**src/rtl/pkt_meas_rec.sv**
```systemverilog
`timescale 1ns/1ps
`default_nettype none
// ============================================================================
// Module   : pkt_meas_rec
// Purpose  : Per-packet measurement record generator. It watches the accepted
//            word stream of a module-header bus. For every complete packet it
//            builds one 64-bit record: {ts_hdr, byte_len, src_port, seq}.
//            Records are queued in a small FIFO and written into the
//            downstream payload FIFO. Records that find the queue full are
//            counted and dropped.
// Ports    : clk           - single clock
//            reset         - asynchronous, active-low reset
//            enable        - gates the start of new packets only
//            mon_data/ctrl - observed bus word
//            mon_wr        - observed word accepted this cycle
//            pld_fifo_din  - record at the queue head
//            pld_fifo_wr   - write strobe to the payload FIFO
//            pld_fifo_full - payload FIFO full
//            pkts_seen     - complete packets observed (wraps)
//            recs_dropped  - records lost to a full queue (saturates)
// Revision : 1.0 - initial release
// ============================================================================
module pkt_meas_rec #(
  parameter int                    DATA_WIDTH       = 64,
  parameter int                    CTRL_WIDTH       = 8,
  parameter int                    WORD_WIDTH       = 64,
  parameter logic [CTRL_WIDTH-1:0] IOQ_CTRL         = 8'hFF,
  parameter int                    QUEUE_DEPTH_BITS = 2,
  // Timestamp value loaded by reset; normally zero.
  parameter logic [31:0]           TS_INIT          = 32'h0
) (
  input  logic                  clk,
  input  logic                  reset,
  input  logic                  enable,
  input  logic [DATA_WIDTH-1:0] mon_data,
  input  logic [CTRL_WIDTH-1:0] mon_ctrl,
  input  logic                  mon_wr,
  output logic [WORD_WIDTH-1:0] pld_fifo_din,
  output logic                  pld_fifo_wr,
  input  logic                  pld_fifo_full,
  output logic [31:0]           pkts_seen,
  output logic [15:0]           recs_dropped
);

  localparam int c_DEPTH = 1 << QUEUE_DEPTH_BITS;
  localparam logic [QUEUE_DEPTH_BITS:0] c_FULL_CNT = {1'b1, {QUEUE_DEPTH_BITS{1'b0}}};

  typedef enum logic [2:0] {
    S_WAIT_HDR = 3'b001,
    S_IN_HDRS  = 3'b010,
    S_IN_PKT   = 3'b100
  } state_t;

  state_t                      r_state;
  logic [31:0]                 r_ts;
  logic [31:0]                 r_ts_hdr;
  logic [15:0]                 r_byte_len;
  logic [7:0]                  r_src_port;
  logic [7:0]                  r_seq;
  logic [31:0]                 r_pkts_seen;
  logic [15:0]                 r_recs_dropped;

  logic [WORD_WIDTH-1:0]       r_mem [c_DEPTH];
  logic [QUEUE_DEPTH_BITS-1:0] r_wr_ptr;
  logic [QUEUE_DEPTH_BITS-1:0] r_rd_ptr;
  logic [QUEUE_DEPTH_BITS:0]   r_count;

  logic                        w_eop;
  logic                        w_pop;
  logic                        w_push_ok;
  logic                        w_drop;
  logic                        w_is_ioq;
  logic [WORD_WIDTH-1:0]       w_record;
  logic                        w_unused;

  // Only the low 24 bits of the IOQ header carry fields we record.
  assign w_unused  = ^mon_data[DATA_WIDTH-1:24];

  assign w_is_ioq  = (mon_ctrl == IOQ_CTRL);
  assign w_eop     = (r_state == S_IN_PKT) && mon_wr && (mon_ctrl != '0);
  assign w_pop     = (r_count != '0) && !pld_fifo_full;
  // When the queue is full, a push is still accepted if the head leaves in
  // the same cycle. In that case the new record lands in the slot being freed.
  assign w_push_ok = w_eop && ((r_count != c_FULL_CNT) || w_pop);
  assign w_drop    = w_eop && !w_push_ok;
  assign w_record  = {r_ts_hdr, r_byte_len, r_src_port, r_seq};

  assign pld_fifo_wr  = w_pop;
  assign pld_fifo_din = r_mem[r_rd_ptr];
  assign pkts_seen    = r_pkts_seen;
  assign recs_dropped = r_recs_dropped;

  // Free-running timestamp
  always_ff @(posedge clk or negedge reset) begin
    if (!reset) begin
      r_ts <= TS_INIT;
    end else begin
      r_ts <= r_ts + 32'd1;
    end
  end

  // Packet-tracking FSM with the record fields and sequence counter
  always_ff @(posedge clk or negedge reset) begin
    if (!reset) begin
      r_state     <= S_WAIT_HDR;
      r_ts_hdr    <= '0;
      r_byte_len  <= '0;
      r_src_port  <= '0;
      r_seq       <= '0;
      r_pkts_seen <= '0;
    end else begin
      case (r_state)
        S_WAIT_HDR: begin
          if (mon_wr && w_is_ioq && enable) begin
            r_ts_hdr   <= r_ts;
            r_byte_len <= mon_data[15:0];
            r_src_port <= mon_data[23:16];
            r_state    <= S_IN_HDRS;
          end
        end
        S_IN_HDRS: begin
          if (mon_wr) begin
            if (w_is_ioq) begin
              // A second IOQ header means the previous header had no data.
              // Restart the measurement from this header.
              r_ts_hdr   <= r_ts;
              r_byte_len <= mon_data[15:0];
              r_src_port <= mon_data[23:16];
            end else if (mon_ctrl == '0) begin
              r_state <= S_IN_PKT;
            end
          end
        end
        S_IN_PKT: begin
          if (w_eop) begin
            r_state     <= S_WAIT_HDR;
            r_seq       <= r_seq + 8'd1;
            r_pkts_seen <= r_pkts_seen + 32'd1;
          end
        end
        default: r_state <= S_WAIT_HDR;
      endcase
    end
  end

  // Record queue
  always_ff @(posedge clk or negedge reset) begin
    if (!reset) begin
      for (int i = 0; i < c_DEPTH; i++) begin
        r_mem[i] <= '0;
      end
      r_wr_ptr <= '0;
      r_rd_ptr <= '0;
      r_count  <= '0;
    end else begin
      if (w_push_ok) begin
        r_mem[r_wr_ptr] <= w_record;
        r_wr_ptr        <= r_wr_ptr + 1'b1;
      end
      if (w_pop) begin
        r_rd_ptr <= r_rd_ptr + 1'b1;
      end
      case ({w_push_ok, w_pop})
        2'b10:   r_count <= r_count + 1'b1;
        2'b01:   r_count <= r_count - 1'b1;
        default: r_count <= r_count;
      endcase
    end
  end

  // Drop counter (saturating)
  always_ff @(posedge clk or negedge reset) begin
    if (!reset) begin
      r_recs_dropped <= '0;
    end else if (w_drop && (r_recs_dropped != 16'hFFFF)) begin
      r_recs_dropped <= r_recs_dropped + 16'd1;
    end
  end

endmodule
`default_nettype wire
```
**config.mk**
```make
export PLATFORM = sky130hd
export DESIGN_NAME = pkt_meas_rec
export DESIGN_NICKNAME = d
export VERILOG_FILES = /design/src/rtl/pkt_meas_rec.sv
export SDC_FILE = /design/constraint.sdc
export NUM_CORES = 1
export LEC_CHECK = 0
export BUFFER_PORTS_ARGS = -buffer_cell sky130_fd_sc_hd__buf_4
export CORE_ASPECT_RATIO = 1.1
export CORE_UTILIZATION = 53
export CTS_CLUSTER_SIZE = 14
export DETAILED_ROUTE_END_ITERATION = 6
export PLACE_DENSITY = 0.84
export SLEW_MARGIN = 20
export SYNTH_ARGS = -nofsm -noshare
export SYNTH_HDL_FRONTEND = slang
export SYNTH_SLANG_ARGS = --single-unit
```
**constraint.sdc**
```tcl
create_clock -name clk -period 2 [get_ports clk]
set_clock_uncertainty 0.1 [all_clocks]
set_input_delay 0.1 -clock clk [delete_from_list [all_inputs] [get_ports clk]]
set_output_delay 0.1 -clock clk [all_outputs]
set_load 0.05 [all_outputs]
```
Word-level counts from Yosys, hierarchy flattened
Cells that the tools add are included.
W data, S select, Z words.
{"block": "word_totals", "regBits": 410, "elab_cells": 87}
{"block": "classes", "n_addsub": 8, "order_cmp": 3, "eq_ne": 14, "n_mux": 25, "bitwise_logic": 2, "reduce_logical": 20}
{"cell": "$bwmux W256", "count": 1}
{"cell": "$mux W64", "count": 3}
{"cell": "$bmux W64 S2", "count": 1}
{"cell": "$demux W64 S2", "count": 1}
{"cell": "$mux W32", "count": 3}
{"cell": "$add A32 B1 Y32 const B", "count": 2}
{"cell": "$pmux W32 S2", "count": 1}
{"cell": "$mux W16", "count": 3}
{"cell": "$pmux W16 S2", "count": 1}
{"cell": "$mux W8", "count": 3}
{"cell": "$add A16 B1 Y16 const B", "count": 1}
{"cell": "$ne A16 B16 Y1 const B", "count": 1}
{"cell": "$pmux W8 S2", "count": 1}
{"cell": "$mux W3", "count": 5}
{"cell": "$ne A2 B2 Y1 const B", "count": 6}
{"cell": "$logic_and A1 B1 Y1", "count": 9}
{"cell": "$pmux W3 S3", "count": 1}
{"cell": "$add A8 B1 Y8 const B", "count": 1}
{"cell": "$eq A8 B8 Y1 const B", "count": 1}
{"cell": "$logic_not A8 Y1", "count": 1}
{"cell": "$reduce_bool A8 Y1", "count": 1}
{"cell": "$ge A3 B3 Y1 const B", "count": 2}
{"cell": "$not A2 Y3", "count": 2}
{"cell": "$pmux W3 S2", "count": 1}
{"cell": "17 further kinds", "count": 20}

Longest topological paths before layout
{"block": "depth", "word_depth": 7, "depth_mapped": 8, "mapped_depth_nobuf": 7}

Worst setup path before layout
Ideal clock, no wire load.
{"block": "synth_timing", "path_type": "reg-to-reg", "from": "register r_count[0]", "to": "register r_count[2]", "setup_time_ns": 0.123, "t_arrival_ns": 2.444, "required_ns": 1.777, "slack_ns": -0.667, "stages_incl_launch_ff": 8, "synth_period_minus_slack_ns": 2.667, "path_cell_list": "dfrtp_1 > nor3_1 > nor2_1 > nand2_1 > fa_1 > nor4_1 > a31oi_1 > xnor2_1"}
{"block": "synth_via", "elab_chain_len": 6, "word_cells_on_any_way": 11, "classes_between": "2 x add/sub; 3 x eq/ne; 1 x mux; 5 x reduce/logical"}
{"item": "start: declaration", "line": "66", "source": "logic [QUEUE_DEPTH_BITS:0] r_count;"}
{"item": "start signal: assignment", "line": "164", "source": "2'b10: r_count <= r_count + 1'b1;"}
{"item": "start signal: assignment", "line": "165", "source": "2'b01: r_count <= r_count - 1'b1;"}
{"item": "start signal: assignment", "line": "166", "source": "default: r_count <= r_count;"}
{"item": "$reduce_bool A3 Y1 *", "line": "81", "source": "assign w_pop = (r_count != '0) && !pld_fifo_full;"}
{"item": "$logic_and A1 B1 Y1 *", "line": "81"}
{"item": "named net pld_fifo_wr", "line": "39", "source": "output logic pld_fifo_wr,"}
{"item": "$logic_or A1 B1 Y1", "line": "84", "source": "assign w_push_ok = w_eop && ((r_count != c_FULL_CNT) || w_pop);"}
{"item": "$logic_and A1 B1 Y1", "line": "84"}
{"item": "$eq A2 B1 Y1 / $eq A2 B2 Y1 (equally long branches)", "line": "163", "source": "case ({w_push_ok, w_pop})"}
{"item": "$pmux W3 S2 / $reduce_bool A2 Y1 (equally long branches)"}
Mark *: on every way through the listed nets, which the timed path passes. The rest lies on a longest branch.
A chain may end at the register's enable or synchronous reset.

Worst setup path in the final report
{"block": "layout_timing", "from": "register r_rd_ptr[0]", "to": "output port pld_fifo_din[60]"}
{"block": "layout_via", "elab_chain_len": 4}
{"item": "start: declaration", "line": "65", "source": "logic [QUEUE_DEPTH_BITS-1:0] r_rd_ptr;"}
{"item": "start signal: assignment", "line": "161", "source": "r_rd_ptr <= r_rd_ptr + 1'b1;"}
{"item": "$not A2 Y3 (not written as such)", "line": "89", "source": "assign pld_fifo_din = r_mem[r_rd_ptr];"}
{"item": "$bmux W64 S2", "line": "89"}
{"item": "$mux W64 (not written as such) (2 in series)", "line": "89"}
{"item": "end: declaration", "line": "38", "source": "output logic [WORD_WIDTH-1:0] pld_fifo_din,"}
Every way passes these cells. The select of a mux whose other input is x is not followed.

==> load_flow_metrics.sql <==
INSERT INTO impl_metrics (metric_group, metric, value, unit) VALUES
('status', 'outcome', 'finished with violations', ''),
('status', 'violations_in_the_final_reports', 'negative setup slack', ''),
('final_layout', 'fill_cells', '2096', ''),
('critical_path', 'crit_path_cell_trace', 'buf_12, buf_12, mux4_2, buf_6', ''),
('clocking', 'tritoncts', 'built', ''),
('power_and_ir_drop', 'vdd_ir_drop_max', '0.7377', 'mV'),
('drt', 'route.detailed.drc', '0', ''),
('final_layout', 'fraction_of_layout_instances_using_a_drive_strength_above_1', '0.5154', ''),
('clocking', 'htree_levels', '2', ''),
('synthesis', 'synthDistinctLibCells', '48', ''),
('clocking', 'clk_pin_slew', '60', 'ps'),
('drt', 'first_pass_iters', '4', ''),
('synthesis', 'synth_sequential_area_ratio', '0.5771', ''),
('place', 'gp_congestion', '0.7777', ''),
('final_layout', 'areaGrowthSynthToFinish', '27.45', '%'),
('sta', 'setup_slack', '-226.4', 'ps'),
('grt', 'grt_first_pass_wirelength', '60580', 'um'),
('synthesis', 'postSynthCellCount', '1140', ''),
('place', 'portBuffers', '149', ''),
('floorplan', 'pin_count', '190', ''),
('synthesis', 'synth_top_area_cell', 'sky130_fd_sc_hd__dfrtp_1', ''),
('grt', 'pin_count_of_the_biggest_net_entering_global_routing', '63', ''),
('synthesis', 'async_reset_ff_frac', '1.000', ''),
('place', 'place_hpwl', '23460', 'um'),
('grt', 'grt_antenna_before_repair', '0', ''),
('grt', 'track_usage', '0.2215', ''),
('synthesis', 'syn-mean-instance-area', '15.60', 'sq um'),
('sta', 'max_slew_margin', '0.6534', ''),
('synthesis', 'edff_count_synth', '0', ''),
('sta', 'final_max_slew_viol_count', '0', ''),
('sta', 'finalHoldViolCount', '0', ''),
('floorplan', 'fp-row-count', '69', ''),
('grt', 'globalRouteOverflowTotal', '0', ''),
('final_layout', 'post-route-util', '0.6944', ''),
('floorplan', 'die_y_extent', '194.1', 'um'),
('critical_path', 'cp-start-kind', 'register', ''),
('sta', 'setup_violations', '141', ''),
('critical_path', 'wp_data_arrival', '2030', 'ps'),
('synthesis', 'ys.warnings.count', '0', ''),
('critical_path', 'critical_path_peak_fanout', '12', ''),
('synthesis', 'synth_flop_cell', 'sky130_fd_sc_hd__dfrtp_1', ''),
('critical_path', 'critPathKind', 'reg2out', ''),
('clocking', 'cts_made_buffers', '42', ''),
('critical_path', 'critical_path.top_delay_family', 'multiplexers', ''),
('synthesis', 'ys_seq_elements', '410', ''),
('power_and_ir_drop', 'powerDensity', '813.4', 'mW/mm^2'),
('floorplan', 'die_w', '176.6', 'um'),
('sta', 'worst-slew-pin-transition', '519.9', 'ps'),
('drt', 'drt-wirelength-per-cell', '21.48', 'um'),
('sta', 'grt_setup_unrepaired', 'true', ''),
('run', 'drv_cap', '0', ''),
('synthesis', 'synth_top_cells_by_count', 'sky130_fd_sc_hd__dfrtp_1 (409), sky130_fd_sc_hd__mux2_2 (286), sky130_fd_sc_hd__xnor2_1 (68)', ''),
('sta', 'period_minus_slack', '2226', 'ps'),
('drt', 'vias_after_detailed_routing', '10657', ''),
('final_layout', 'design_area', '0.02266', 'sq mm'),
('critical_path', 'critical_path.most_common_cell', 'sky130_fd_sc_hd__buf_12', ''),
('synthesis', 'synth_nets', '1226', ''),
('floorplan', 'core_area', '0.03263', 'sq mm'),
('critical_path', 'worst-path-buf-inv', '3', ''),
('sta', 'maxClockFrequency', '449.2', 'MHz'),
('critical_path', 'crit_path_top_delay_cell', 'sky130_fd_sc_hd__mux4_2', ''),
('place', 'detailed_place.area', '0.02001', 'sq mm'),
('power_and_ir_drop', 'power.static_leakage', '11.23', 'nW'),
('drt', 'drt-initial-drc-count', '468', ''),
('clocking', 'clockBufferDepth', '3', ''),
('final_layout', 'diodes', '0', ''),
('clocking', 'cts_num_sinks', '410', ''),
('synthesis', 'syn-cell-area', '0.01778', 'sq mm'),
('critical_path', 'endpoint_kind', 'output port', ''),
('clocking', 'clock_insertion_delay_worst_skew', '530', 'ps'),
('floorplan', 'initial_core_util', '0.5448', '');
[routing by layer]
layer / track usage / wire length (um) / vias up
li1: - / - / 4748
met1: 0.2935 / 16680 / 5607
met2: 0.3771 / 21280 / 234
met3: 0.03725 / 1611 / 68
met4: 0.05907 / 915 / 0
met5: 0 / 0 / -
[through the flow]
step	power, mW	hold WS [ps]	instances	TNS, ps	setup slack [ps]
after floorplan	9.806	-295.6	1140	-47.31	-47.31
after global placement	10.60	-19.10	1739	-888.7	-54.20
after detailed placement	10.63	-18.08	1739	-2443	-81.27
after CTS	18.55	3.747	1854	-13040	-246.0
after global routing	19.07	45.81	1885	-25370	-289.5
final	18.43	18.00	1885	-13200	-226.4
[layout by cell type (no fill, tap or decap), drive strengths merged, types with 2 or more instances in the layout]
cell type	count
nand4	25
a21oi	7
inv	9
clkbuf	78
buf	248
mux4	64
or3	2
o21ai	5
and3	11
nor2	22
nor4	7
dfrtp	409
and4	10
bufinv	2
nor3	9
nand2b	3
nand3b	2
nand2	58
nand3	31
mux2	312
and2	2
xor2	17
dlygate4sd3	29
clkinv	7
ha	8
xnor2	68
[kinds of logic after synthesis]
| logic type | Yosys count | share of synthesized area |
|---|---|---|
| DFF | 410 | 0.5771 |
| buffers and inverters | 58 | 0.02315 |
| AOI/OAI and AO/OA | 17 | 0.006122 |
| xor gates and xnor gates | 85 | 0.04187 |
| and+or+nand+nor | 184 | 0.06024 |
| muxes | 377 | 0.2847 |
| adders and majority gates | 9 | 0.006756 |
[final timing paths]
kind / startpoint / to / slack, ps / cells after the start
max: r_rd_ptr[0]$_DFFE_PN0P_ / pld_fifo_din[60] / -230 / 4
min: reset / recs_dropped[7]$_DFFE_PN0P_ / 20 / 2
max reg2reg: r_state[1]$_DFFE_PN0P_ / r_mem[197]$_DFFE_PN0P_ / -50 / 7
min reg2reg: r_ts[31]$_DFF_PN0_ / r_ts[31]$_DFF_PN0_ / 380 / 1
max in group asynchronous: reset / r_rd_ptr[0]$_DFFE_PN0P_ / 1030 / 3
min in group clk: mon_ctrl[6] / r_state[2]$_DFFE_PN0P_ / 30 / 6
[report_power, final]
part           switching, mW  total [mW]  internal, mW
combinational           1.18        2.31          1.13
clock                   3.15        7.65          4.51
sequential            0.0926        8.47          8.38
total                   4.41        18.4          14.0
[state kept, by name, summed over array words and instances, names as in the netlist]
register,cells
r_mem,256
pkts_seen,32
r_ts,32
r_ts_hdr,32
r_byte_len,16
recs_dropped,16
r_seq,8
r_src_port,8
r_count,3
r_state,3
r_rd_ptr,2
r_wr_ptr,2
[final cells by class]
cell class | count | area (sq um) | area share
tap | 426 | 533.0 | 0.02352
timing repair buffer | 292 | 3208 | 0.1416
multi-input combinational | 675 | 7263 | 0.3205
inverter | 8 | 30.03 | 0.001325
clock buffer | 63 | 1231 | 0.05433
clock inverter | 11 | 111.4 | 0.004914
sequential | 410 | 10280 | 0.4538
[repair_timing]
item / CTS / global route
pin swaps: 3 / 6
cloned: 1 / 24
hold buffers: 29 / 0
resized for setup: 57 / 25
endpoints found under the hold margin: 440 / 0
setup buffers: 11 / 7
setup endpoints to repair: 162 / 256
(Power assumes the default switching activity.)
